===== src/rtl/buffer_fifo_n_bits_pkg.sv =====
// Shared constants and helpers for the DLX / sharpening-extension buffer FIFO.
// Imported by the FIFO top and its pointer sub-module.
package buffer_fifo_n_bits_pkg;

    localparam int REGADDR_W = 5;
    localparam int PIXEL_W   = 8;

    // Bits needed to hold an occupancy of 0..depth inclusive.
    function automatic int cnt_width(input int depth);
        return $clog2(depth + 1);
    endfunction

endpackage


===== src/rtl/buffer_fifo_n_bits_wrap_ptr.sv =====
// Modulo-DEPTH pointer with synchronous clear and increment; DEPTH need not be
// a power of two, so the wrap is an explicit compare rather than overflow.
module wrap_ptr
    import buffer_fifo_n_bits_pkg::*;
#(
    parameter int DEPTH = 4,
    parameter int PTR_W = $clog2(DEPTH)
) (
    input  logic             CLK,
    input  logic             RESET,
    input  logic             clr,
    input  logic             inc,
    output logic [PTR_W-1:0] ptr
);

    localparam logic [PTR_W-1:0] LAST = PTR_W'(DEPTH - 1);

    // NOTE: sequential state is written with non-blocking assignments only, so
    // every flop samples pre-edge values regardless of block evaluation order.
    always_ff @(posedge CLK or posedge RESET) begin
        if (RESET) begin
            ptr <= '0;
        end else if (clr) begin
            ptr <= '0;
        end else if (inc) begin
            ptr <= (ptr == LAST) ? '0 : ptr + PTR_W'(1);
        end
    end

endmodule


===== src/rtl/buffer_fifo_n_bits.sv =====
// First-word-fall-through FIFO with valid/ready on both sides, flush, occupancy
// count and a sticky overflow flag; replaces the fixed 5-bit pass-through buffer.
module buffer_fifo_n_bits
    import buffer_fifo_n_bits_pkg::*;
#(
    parameter int WIDTH = REGADDR_W,
    parameter int DEPTH = 4,
    parameter int CNT_W = cnt_width(DEPTH)
) (
    input  logic             CLK,
    input  logic             RESET,
    input  logic             FLUSH,
    input  logic [WIDTH-1:0] IN_D,
    input  logic             IN_VALID,
    output logic             IN_READY,
    output logic [WIDTH-1:0] OUT_D,
    output logic             OUT_VALID,
    input  logic             OUT_READY,
    output logic [CNT_W-1:0] COUNT,
    output logic             OVF
);

    localparam int PTR_W = $clog2(DEPTH);
    localparam logic [CNT_W-1:0] FULL = CNT_W'(DEPTH);

    logic [WIDTH-1:0] mem [DEPTH];
    logic [PTR_W-1:0] wr_ptr;
    logic [PTR_W-1:0] rd_ptr;
    logic             push;
    logic             pop;

    // Ready/valid depend only on registered occupancy: no OUT_READY -> IN_READY path.
    assign IN_READY  = (COUNT != FULL);
    assign OUT_VALID = (COUNT != '0);
    assign OUT_D     = OUT_VALID ? mem[rd_ptr] : '0;

    assign push = IN_VALID & IN_READY;
    assign pop  = OUT_VALID & OUT_READY;

    wrap_ptr #(.DEPTH(DEPTH), .PTR_W(PTR_W)) u_wr_ptr (
        .CLK   (CLK),
        .RESET (RESET),
        .clr   (FLUSH),
        .inc   (push),
        .ptr   (wr_ptr)
    );

    wrap_ptr #(.DEPTH(DEPTH), .PTR_W(PTR_W)) u_rd_ptr (
        .CLK   (CLK),
        .RESET (RESET),
        .clr   (FLUSH),
        .inc   (pop),
        .ptr   (rd_ptr)
    );

    // NOTE: the storage array has no reset; OUT_D is masked by OUT_VALID, so stale
    // contents are never observable and the array maps onto plain registers/RAM.
    always_ff @(posedge CLK) begin
        if (push && !FLUSH) begin
            mem[wr_ptr] <= IN_D;
        end
    end

    always_ff @(posedge CLK or posedge RESET) begin
        if (RESET) begin
            COUNT <= '0;
        end else if (FLUSH) begin
            COUNT <= '0;
        end else begin
            case ({push, pop})
                2'b10:   COUNT <= COUNT + CNT_W'(1);
                2'b01:   COUNT <= COUNT - CNT_W'(1);
                default: COUNT <= COUNT;
            endcase
        end
    end

    // A refused write sets OVF; the queued data is left intact.
    always_ff @(posedge CLK or posedge RESET) begin
        if (RESET) begin
            OVF <= 1'b0;
        end else if (FLUSH) begin
            OVF <= 1'b0;
        end else if (IN_VALID && !IN_READY) begin
            OVF <= 1'b1;
        end
    end

endmodule

===== config.mk =====
export PLATFORM = sky130hd
export DESIGN_NAME = buffer_fifo_n_bits
export DESIGN_NICKNAME = d
export VERILOG_FILES = /design/src/rtl/buffer_fifo_n_bits_pkg.sv /design/src/rtl/buffer_fifo_n_bits_wrap_ptr.sv /design/src/rtl/buffer_fifo_n_bits.sv
export SDC_FILE = /design/constraint.sdc
export NUM_CORES = 1
export LEC_CHECK = 0
export CAP_MARGIN = 25
export CORE_MARGIN = 2
export CORE_UTILIZATION = 57
export DETAILED_ROUTE_END_ITERATION = 10
export PLACE_DENSITY = 0.83
export SYNTH_ARGS = -nofsm -noshare
export SYNTH_HDL_FRONTEND = slang
export SYNTH_SLANG_ARGS = --single-unit
export TNS_END_PERCENT = 30

===== constraint.sdc =====
create_clock -name CLK -period 3.7 [get_ports CLK]
set_input_delay 0.37 -clock CLK [delete_from_list [all_inputs] [get_ports CLK]]
set_output_delay 0.37 -clock CLK [all_outputs]
set_load 0.01 [all_outputs]

# == Yosys cells after proc, flatten, opt, wreduce, memory -nomap -nowiden ==
# Memories as Yosys holds them, arrays and structs flattened.
# Cells that the tools add are included.
# word_totals
latchBits,0
output_inout_bits,11
inputBits,10
ramBits,20
romBits,0
n_memories,1
word_cells,38
regBits,8
# mem_list
memory,depth,width,read_ports,rd_ports_with_merged_regs,write_ports,line_no,source
mem,4,5,1,0,1,buffer_fifo_n_bits.sv:26,logic [WIDTH-1:0] mem [DEPTH];
# classes
n_lt_le_gt_ge,0
n_eq_ne,5
reduce_logical,9
mux,13
n_addsub,4
shift,0
n_bitwise,2
multipliers,0
n_div,0
# op_table
cell,count
$mux 2,6
$eq 2x2->1 const B,3
$pmux 3 s2,1
$reduce_bool 2->1,3
$reduce_bool 3->1,2
$mux 5,1
$add 2x1->2 const B,2
$mux 1,4
$add 3x1->3 const B,1
$mux 3,1
$ne 3x3->1 const B,1
$sub 3x1->3 const B,1
$and 1x1->1,2
$eq 2x1->1 const B,1
$logic_and 1x1->1,2
$logic_not 1->1,2

# == Logic depth before layout (Yosys ltp) ==
# Gate-level depths: netlist (run 1).
# depth
depth_word,5
depth_mapped,8
ltp_nobuf,6

# == By module ==
# A second synthesis (run 1) with hierarchy kept.
# unflattened
hier_cells,99
area_unflattened_um2,1365.1
# by_module_without_submodules
mod,area_per_inst_um2,seq_area_each_um2,n_inst,cells_per_inst
buffer_fifo_n_bits,1157.4,700.7,1,81
wrap_ptr,103.8,50.0,2,9

# == Worst setup path before layout (run 1) ==
# OpenSTA, ideal clock, no wires.
# synth_timing
kind,register to register
from,register COUNT[2]
to,register COUNT[2]
stages_incl_launch_ff,9
required_ps,3589
t_arrival_ps,2303
setup_time_ps,111
slack_ps,1286
synth_period_minus_slack_ps,2414
path_buffers,2
cell_sequence,dfrtp_1 > buf_6 > or3_4 > buf_6 > and3_2 > fa_1 > nor3b_1 > o21a_1 > a2111oi_2
# synth_via
elab_chain_len,5
word_cells_on_any_way,11
classes_between,add/sub: 2; eq/ne: 3; mux: 2; bitwise: 2; reduce/logical: 2
# synth_rtl
item,line_no,source
"start, declared",buffer_fifo_n_bits.sv:19,"output logic [CNT_W-1:0] COUNT,"
"start signal, assigned",buffer_fifo_n_bits.sv:71,2'b10: COUNT <= COUNT + CNT_W'(1);
"start signal, assigned",buffer_fifo_n_bits.sv:72,2'b01: COUNT <= COUNT - CNT_W'(1);
$reduce_bool 3->1 *,buffer_fifo_n_bits.sv:34,assign OUT_VALID = (COUNT != '0);
net OUT_VALID,buffer_fifo_n_bits.sv:17,"output logic OUT_VALID,"
$and 1x1->1 *,buffer_fifo_n_bits.sv:38,assign pop = OUT_VALID & OUT_READY;
$eq 2x1->1 or $eq 2x2->1 (tied branches),buffer_fifo_n_bits.sv:70,"case ({push, pop})"
$pmux 3 s2,buffer_fifo_n_bits.sv:70,
$mux 3,buffer_fifo_n_bits.sv:67,end else if (FLUSH) begin
# The timed path passes the listed nets; every way through them passes the cells marked *.
# A chain may end at the register's enable or synchronous reset.

# == Worst setup path in the final report (run 1) ==
# layout_timing
from,register u_rd_ptr.ptr[0]
to,output OUT_D[4]
# layout_via
elab_chain_len,2
# layout_rtl
item,line_no,source
"start, declared",buffer_fifo_n_bits_wrap_ptr.sv:13,output logic [PTR_W-1:0] ptr
"start signal, assigned",buffer_fifo_n_bits_wrap_ptr.sv:26,ptr <= (ptr == LAST) ? '0 : ptr + PTR_W'(1);
$mem_v2 4x5,-,
$mux 5,buffer_fifo_n_bits.sv:35,assign OUT_D = OUT_VALID ? mem[rd_ptr] : '0;
"end, declared",buffer_fifo_n_bits.sv:16,"output logic [WIDTH-1:0] OUT_D,"
# Every way passes these cells.

==> out/results.ini, run 1 <==
[status]
outcome = finished, final reports clean

[sta]
period_share_pct = 69.4
tightest_slew_ns = 0.451
hold_viol = 0
slew_headroom_pct = 70.0
post-route-min-period_ns = 2.57
slew_violations = 0
whs_ns = 0.271
setup_viol = 0
fin_setup_tns_ns = 0
max_freq_mhz = 389
rsz0062_at_grt = false
clock_skew_ns = 0.0109

[synth]
synth_largest_area_cell = edfxtp_1
syn_avg_cell_area_um2 = 14.1
synth_seq_cells = 28
ys_seq_area_share_pct = 55.3
ys_top_cells_by_area = edfxtp_1 41%, dfrtp_1 14%, mux4_2 7.8%
synth_nets = 118
netlist_area_um2 = 1450
synth_top_area_share_pct = 41.5
synth-warning-count = 0
synthCells = 103
ys_types = 39

[power]
power_frac_seq_pct = 53.7
switchingPower_mw = 0.195
p_total_mw = 0.718
power.density_nw_per_um2 = 439
pwr-share-comb_pct = 26.1
internal-power_mw = 0.523
swShare_pct = 27.2
clkPwrFrac_pct = 20.1
peakVddDrop_mv = 0.311
leakage_nw = 0.586

[routing]
first_pass_iters = 4
routed-via-count = 870
drt_wl_total_um = 2510
first_iter_violations = 27
vias_per_cell = 5.84
drtAntennaViolNets = 0
wire_per_inst_um = 16.8
drc = 0

[setup_path]
r2r_cells = 6
critPathRequiredTime_ns = 3.33
r2r_start = COUNT[0]
rr_endpoint = COUNT[2]
crit_type = reg -> out
crit_fanout = 7
cp_data_arrival_time_ns = 2.20
reg2reg_slack_ns = 1.19
start_kind = flop
crit_path_end_kind = output port

[floorplan]
die_w_um = 54.4
die-area_um2 = 2960
rows = 18
die_y_um = 54.4
core_area_um2 = 2430
initial_utilization_pct = 59.6
io_pins = 21

[clock_network]
numCtsBuffers = 3
clkTransAtPathRegs_ns = 0.15
cts_setup_buffers = 0
h-tree-depth = 1
ctsHoldBuffers = 0
clk_latency_ns = 0.32
cts.sinks = 28
tritoncts = done
clockRootBuffer = clkbuf_4
cts_resized = 0
clockBufferDepth = 2

[finish]
seqCellArea_um2 = 801
drive_gt1_share_pct = 20.2
synthToLayoutAreaGrowth_pct = 12.9
fillers = 178
nNetsFinal = 135
diodes = 0
multi_input_area_um2 = 538

[global_route]
grt_pass1_vias = 844
track_usage_pct = 20.0
grt_pass1_wl_um = 3860
grt_max_degree = 17
antenna_found_initial = 0
gr-total-overflow = 0

[placed_design]
io_buffer_count = 20
gp_congestion = 0.643
dp_hpwl_um = 1780

[min_path]
worstHoldPathType = in -> async

[job]
drv_cap = 0

## flip-flops by register name, summed over array words and instances, names as in the netlist
| register | cells |
|---|---|
| mem | 20 |
| u_wr_ptr.ptr | 2 |
| COUNT | 3 |
| OVF | 1 |
| u_rd_ptr.ptr | 2 |
## metrics by stage
step	cell area, µm²	util [%]	instances	worst slack, ns
2_1_floorplan	1450	-	103	1.29
3_3_place_gp	1600	65.7	145	1.19
3_5_place_dp	1600	65.7	145	1.08
4_1_cts	1640	67.2	149	1.09
5_1_grt	1640	67.2	149	1.00
6_report	1640	67.2	149	1.13
## placed cells by master, fill, tap and decap left out, drive strengths merged, types with 2 or more instances in the layout
cell,instances
a2111oi,2
a21oi,4
and2,9
clkbuf,4
clkdlybuf4s50,20
dfrtp,8
edfxtp,20
ha,4
inv,4
mux4,5
nand2,7
nand3,2
nor2,6
or3,3
xor2,3
## cell usage after synthesis (all sizes together)
library cell and n:
o21ai 1, o21a 1, xor2 3, o32ai 1, and2 9, a21oi 4, or3 3, clkbuf 3
o22ai 1, edfxtp 20, o311ai 1, fa 1, a211oi 1, nor2 6, nor3b 1, inv 4
dfrtp 8, o221ai 1, nand3 2, nand3b 1, nand2 7, nor3 1, a2111oi 2, or3b 1
and3 1, buf 6, or2b 1, ha 4, a31oi 1, a21o 1, a221oi 1, mux4 5
## critical path, stage by stage (launching register included)
cell             delay (ns)
dfrtp_1                0.64
mux4_2                 0.56
and2_2                 0.20
clkdlybuf4s50_1        0.47
## logic make-up after synthesis
| family | count (synthesis) | synth area share [%] |
|---|---|---|
| mux | 5 | 7.77 |
| xor+xnor | 3 | 1.81 |
| compound gates | 16 | 8.90 |
| fa+ha+maj | 5 | 4.84 |
| simple gates | 33 | 13.8 |
| flops | 28 | 55.3 |
| buf+inv | 13 | 7.60 |
## layout make-up
| type | count | share of cell area [%] |
|---|---|---|
| flip-flops and latches | 28 | 49.0 |
| multi-input cells | 62 | 32.9 |
| repair buffers | 21 | 12.7 |
| well taps | 30 | 2.30 |
| clock buffers | 4 | 2.22 |
| inverters | 4 | 0.918 |
## how the worst max path moves through the flow
stage / from / endpoint / cells after the start
final: u_rd_ptr.ptr[0] / OUT_D[4] / 3
after global routing: u_rd_ptr.ptr[0] / OUT_D[4] / 3
after CTS: u_rd_ptr.ptr[0] / OUT_D[4] / 3
after detailed placement: IN_VALID / COUNT[2] / 8
after global placement: IN_VALID / COUNT[2] / 8
after floorplan: COUNT[2] / COUNT[2] / 8
## power groups by stage
stage	logic [mW]	registers [mW]	clock network [mW]
after detailed placement	0.188	0.393	0
final	0.188	0.386	0.145
after global routing	0.205	0.390	0.164
after floorplan	0.151	0.373	0
after CTS	0.190	0.386	0.146
after global placement	0.182	0.390	0
## per-layer routing
layer	global-route usage (%)	routed length, µm	share of wire (%)
met5	0	0	0
met4	10.0	43	1.7
met3	4.10	132	5.3
met2	32.5	1350	54
met1	25.5	983	39
Note: power is estimated with default switching activity, not from simulation.
==> inputs of run 2 (changes only) <==
--- a/config.mk
+++ b/config.mk
@@ -7,9 +7,9 @@
 export LEC_CHECK = 0
 export CAP_MARGIN = 25
 export CORE_MARGIN = 2
-export CORE_UTILIZATION = 57
+export CORE_UTILIZATION = 48
 export DETAILED_ROUTE_END_ITERATION = 10
-export PLACE_DENSITY = 0.83
+export PLACE_DENSITY = 0.75
 export SYNTH_ARGS = -nofsm -noshare
 export SYNTH_HDL_FRONTEND = slang
 export SYNTH_SLANG_ARGS = --single-unit
==> constraint.sdc (replaced) <==
create_clock -name CLK -period 2.3 [get_ports CLK]
set_input_delay 0.23 -clock CLK [delete_from_list [all_inputs] [get_ports CLK]]
set_output_delay 0.23 -clock CLK [all_outputs]
set_load 0.01 [all_outputs]
==> out/results.ini, run 2 (synthesis gave the netlist of run 1 again) <==
[clock_network]
cts.sinks = 28  ; unchanged
clockRootBuffer = clkbuf_4
h-tree-depth = 1  ; unchanged
tritoncts = done
clockBufferDepth = 2  ; unchanged
clk_latency_ns = 0.32  ; about the same
cts_setup_buffers = 0  ; unchanged
numCtsBuffers = 3  ; unchanged
clkTransAtPathRegs_ns = 0.15  ; about the same

[finish]
nNetsFinal = 141  ; +4.4%
final_area_um2 = 1700  ; +3.7%
top_register = mem
fillers = 225  ; +26%
final_common_cell = edfxtp_1
multi_input_area_um2 = 549  ; +2.1%
drive_gt1_share_pct = 25.6  ; +5.4 points
diodes = 0  ; unchanged
seqCellArea_um2 = 802  ; +0.16%
synthToLayoutAreaGrowth_pct = 17.1
reg.largest.list = mem x20, COUNT x3
mostFrequentLayoutCells = 20 x edfxtp_1, 15 x clkdlybuf4s50_1, 7 x dfrtp_1, 7 x buf_4
largest_reg_flops = 20  ; unchanged

[power]
internal-power_mw = 0.823  ; +57%
swShare_pct = 27.7  ; +0.56 points
peakVddDrop_mv = 0.551  ; +77%
pwr-share-comb_pct = 30.2  ; +4.1 points
leakage_nw = 0.681  ; +16%
p_total_mw = 1.14  ; +59%
power.density_nw_per_um2 = 671  ; +53%
switchingPower_mw = 0.316  ; +62%
clkPwrFrac_pct = 17.6  ; -2.5 points
power_frac_seq_pct = 52.3  ; -1.4 points

[setup_path]
crit_type = reg -> reg
crit_fanout = 9  ; +2
start_kind = flop
critPathRequiredTime_ns = 2.53  ; -0.80 ns
crit_path_end_kind = flop
crit_start = COUNT[2]
r2r_cells = 6  ; unchanged
reg2reg_slack_ns = 0.17  ; -1.02 ns
rr_endpoint = COUNT[2]
r2r_start = COUNT[2]
cp_data_arrival_time_ns = 2.36  ; +0.16 ns

[status]
violations = DRC
outcome = complete, but fails checks

[sta]
period_share_pct = 92.4
slew_headroom_pct = 77.5  ; +7.6 points
rsz0062_at_grt = false
post-route-min-period_ns = 2.13
clock_skew_ns = 0.00840  ; -0.00247 ns
slew_violations = 0  ; unchanged
hold_viol = 0  ; unchanged
tightest_slew_ns = 0.336  ; -0.114 ns
setup_viol = 0  ; unchanged
whs_ns = 0.144  ; -0.127 ns
fin_setup_tns_ns = 0  ; unchanged
max_freq_mhz = 470

[floorplan]
die_w_um = 58.9  ; +8.3%
initial_utilization_pct = 51.7  ; -7.9 points
die-area_um2 = 3470  ; +17%
rows = 19  ; +1
core_area_um2 = 2810  ; +15%
io_pins = 21  ; unchanged
die_y_um = 58.9  ; +8.3%

[global_route]
gr-total-overflow = 0  ; unchanged
grt_pass1_vias = 850  ; +0.71%
grt_max_degree = 16  ; -1
grt_pass1_wl_um = 4090  ; +5.9%
antenna_found_initial = 0  ; unchanged
track_usage_pct = 16.4  ; -3.6 points

[routing]
first_iter_violations = 26  ; -3.7%
drt_wl_total_um = 2480  ; -1.1%
first_pass_iters = 7  ; +3
routed-via-count = 891  ; +2.4%
drtAntennaViolNets = 0  ; unchanged
wire_per_inst_um = 15.9  ; -5.6%
vias_per_cell = 5.71  ; -2.2%
drc = 2  ; +2

[placed_design]
gp_congestion = 0.804  ; +25%
dp_hpwl_um = 1750  ; -1.7%
dpl_cell_area_um2 = 1660  ; +3.6%
io_buffer_count = 20  ; unchanged

[min_path]
worstHoldPathType = in -> async

[job]
drv_cap = 0  ; unchanged

-- run 2: changes by cell type in the layout (fill, tap and decap cells not counted) --
cell	delta
buf_4	+6
clkbuf_8	-1
clkinv_1	+1
fa_1	-1
nor3b_2	+1
and3_4	+1
dlymetal6s2s_1	+5
dfrtp_1	-1
clkdlybuf4s50_1	-5
dfrtp_2	+1
and3_2	-1
fa_2	+1
nor3b_1	-1
-- run 2: power groups by stage --
stage | Sequential [mW] | Combinational (mW) | Clock, mW
2_1_floorplan | 0.600 | 0.248 | 0
3_3_place_gp | 0.606 | 0.345 | 0
3_5_place_dp | 0.607 | 0.350 | 0
4_1_cts | 0.597 | 0.352 | 0.207
5_1_grt | 0.602 | 0.372 | 0.227
6_report | 0.596 | 0.344 | 0.200
-- run 2: worst max-delay path by stage --
stage,end,slack (ns),cells past startpoint
final,COUNT[2],0.17,6
after global routing,COUNT[2],0.04,6
after CTS,OUT_D[2],0.03,3
after detailed placement,COUNT[2],0.19,7
after global placement,COUNT[1],0.21,6
after floorplan,COUNT[2],0.01,8
-- run 2: routing by layer --
| layer | vias up | part of all wire (%) | GRT usage (%) |
|---|---|---|---|
| met5 | - | 0 | 0 |
| met4 | 0 | 0.93 | 4.87 |
| met3 | 2 | 4.6 | 4.40 |
| met2 | 20 | 48 | 25.2 |
| met1 | 446 | 47 | 22.9 |
| li1 | 423 | - | - |
-- run 2: what timing repair did --
action                     CTS  global route
hold buffers                 0             0
setup endpoints to repair    5             5
resized for setup            1             5
-- run 2: layout make-up --
| cell class | instances | share of cell area (%) |
|---|---|---|
| inverters | 4 | 0.885 |
| multi-input cells | 62 | 32.4 |
| repair buffers | 27 | 15.6 |
| well taps | 31 | 2.29 |
| clock buffers | 3 | 1.33 |
| clock inverters | 1 | 0.221 |
| flip-flops and latches | 28 | 47.3 |
-- run 2: worst max-delay path: stages (launching register included) --
cell and delay (ns):
dfrtp_1 0.41, or3_4 0.44, and3_4 0.19, fa_2 0.39, nor3b_2 0.17, o21a_1 0.18, a2111oi_2 0.26
-- run 2: metrics by stage --
| step | setup WS (ns) | utilization, % | cells |
|---|---|---|---|
| floorplan | 0.0138 | - | 103 |
| global placement | 0.206 | 59.1 | 152 |
| detailed placement | 0.186 | 59.1 | 152 |
| CTS | 0.0327 | 60.0 | 156 |
| global route | 0.0419 | 60.5 | 156 |
| finish | 0.174 | 60.5 | 156 |
==> inputs of run 3 (changes only) <==
--- a/config.mk
+++ b/config.mk
@@ -9,7 +9,9 @@
 export CORE_MARGIN = 2
 export CORE_UTILIZATION = 48
 export DETAILED_ROUTE_END_ITERATION = 10
+export GPL_ROUTABILITY_DRIVEN = 0
 export PLACE_DENSITY = 0.75
+export SLEW_MARGIN = 20
 export SYNTH_ARGS = -nofsm -noshare
 export SYNTH_HDL_FRONTEND = slang
 export SYNTH_SLANG_ARGS = --single-unit
==> results of run 3 <==
Final layout, timing and power as in run 2 (identical DEF).
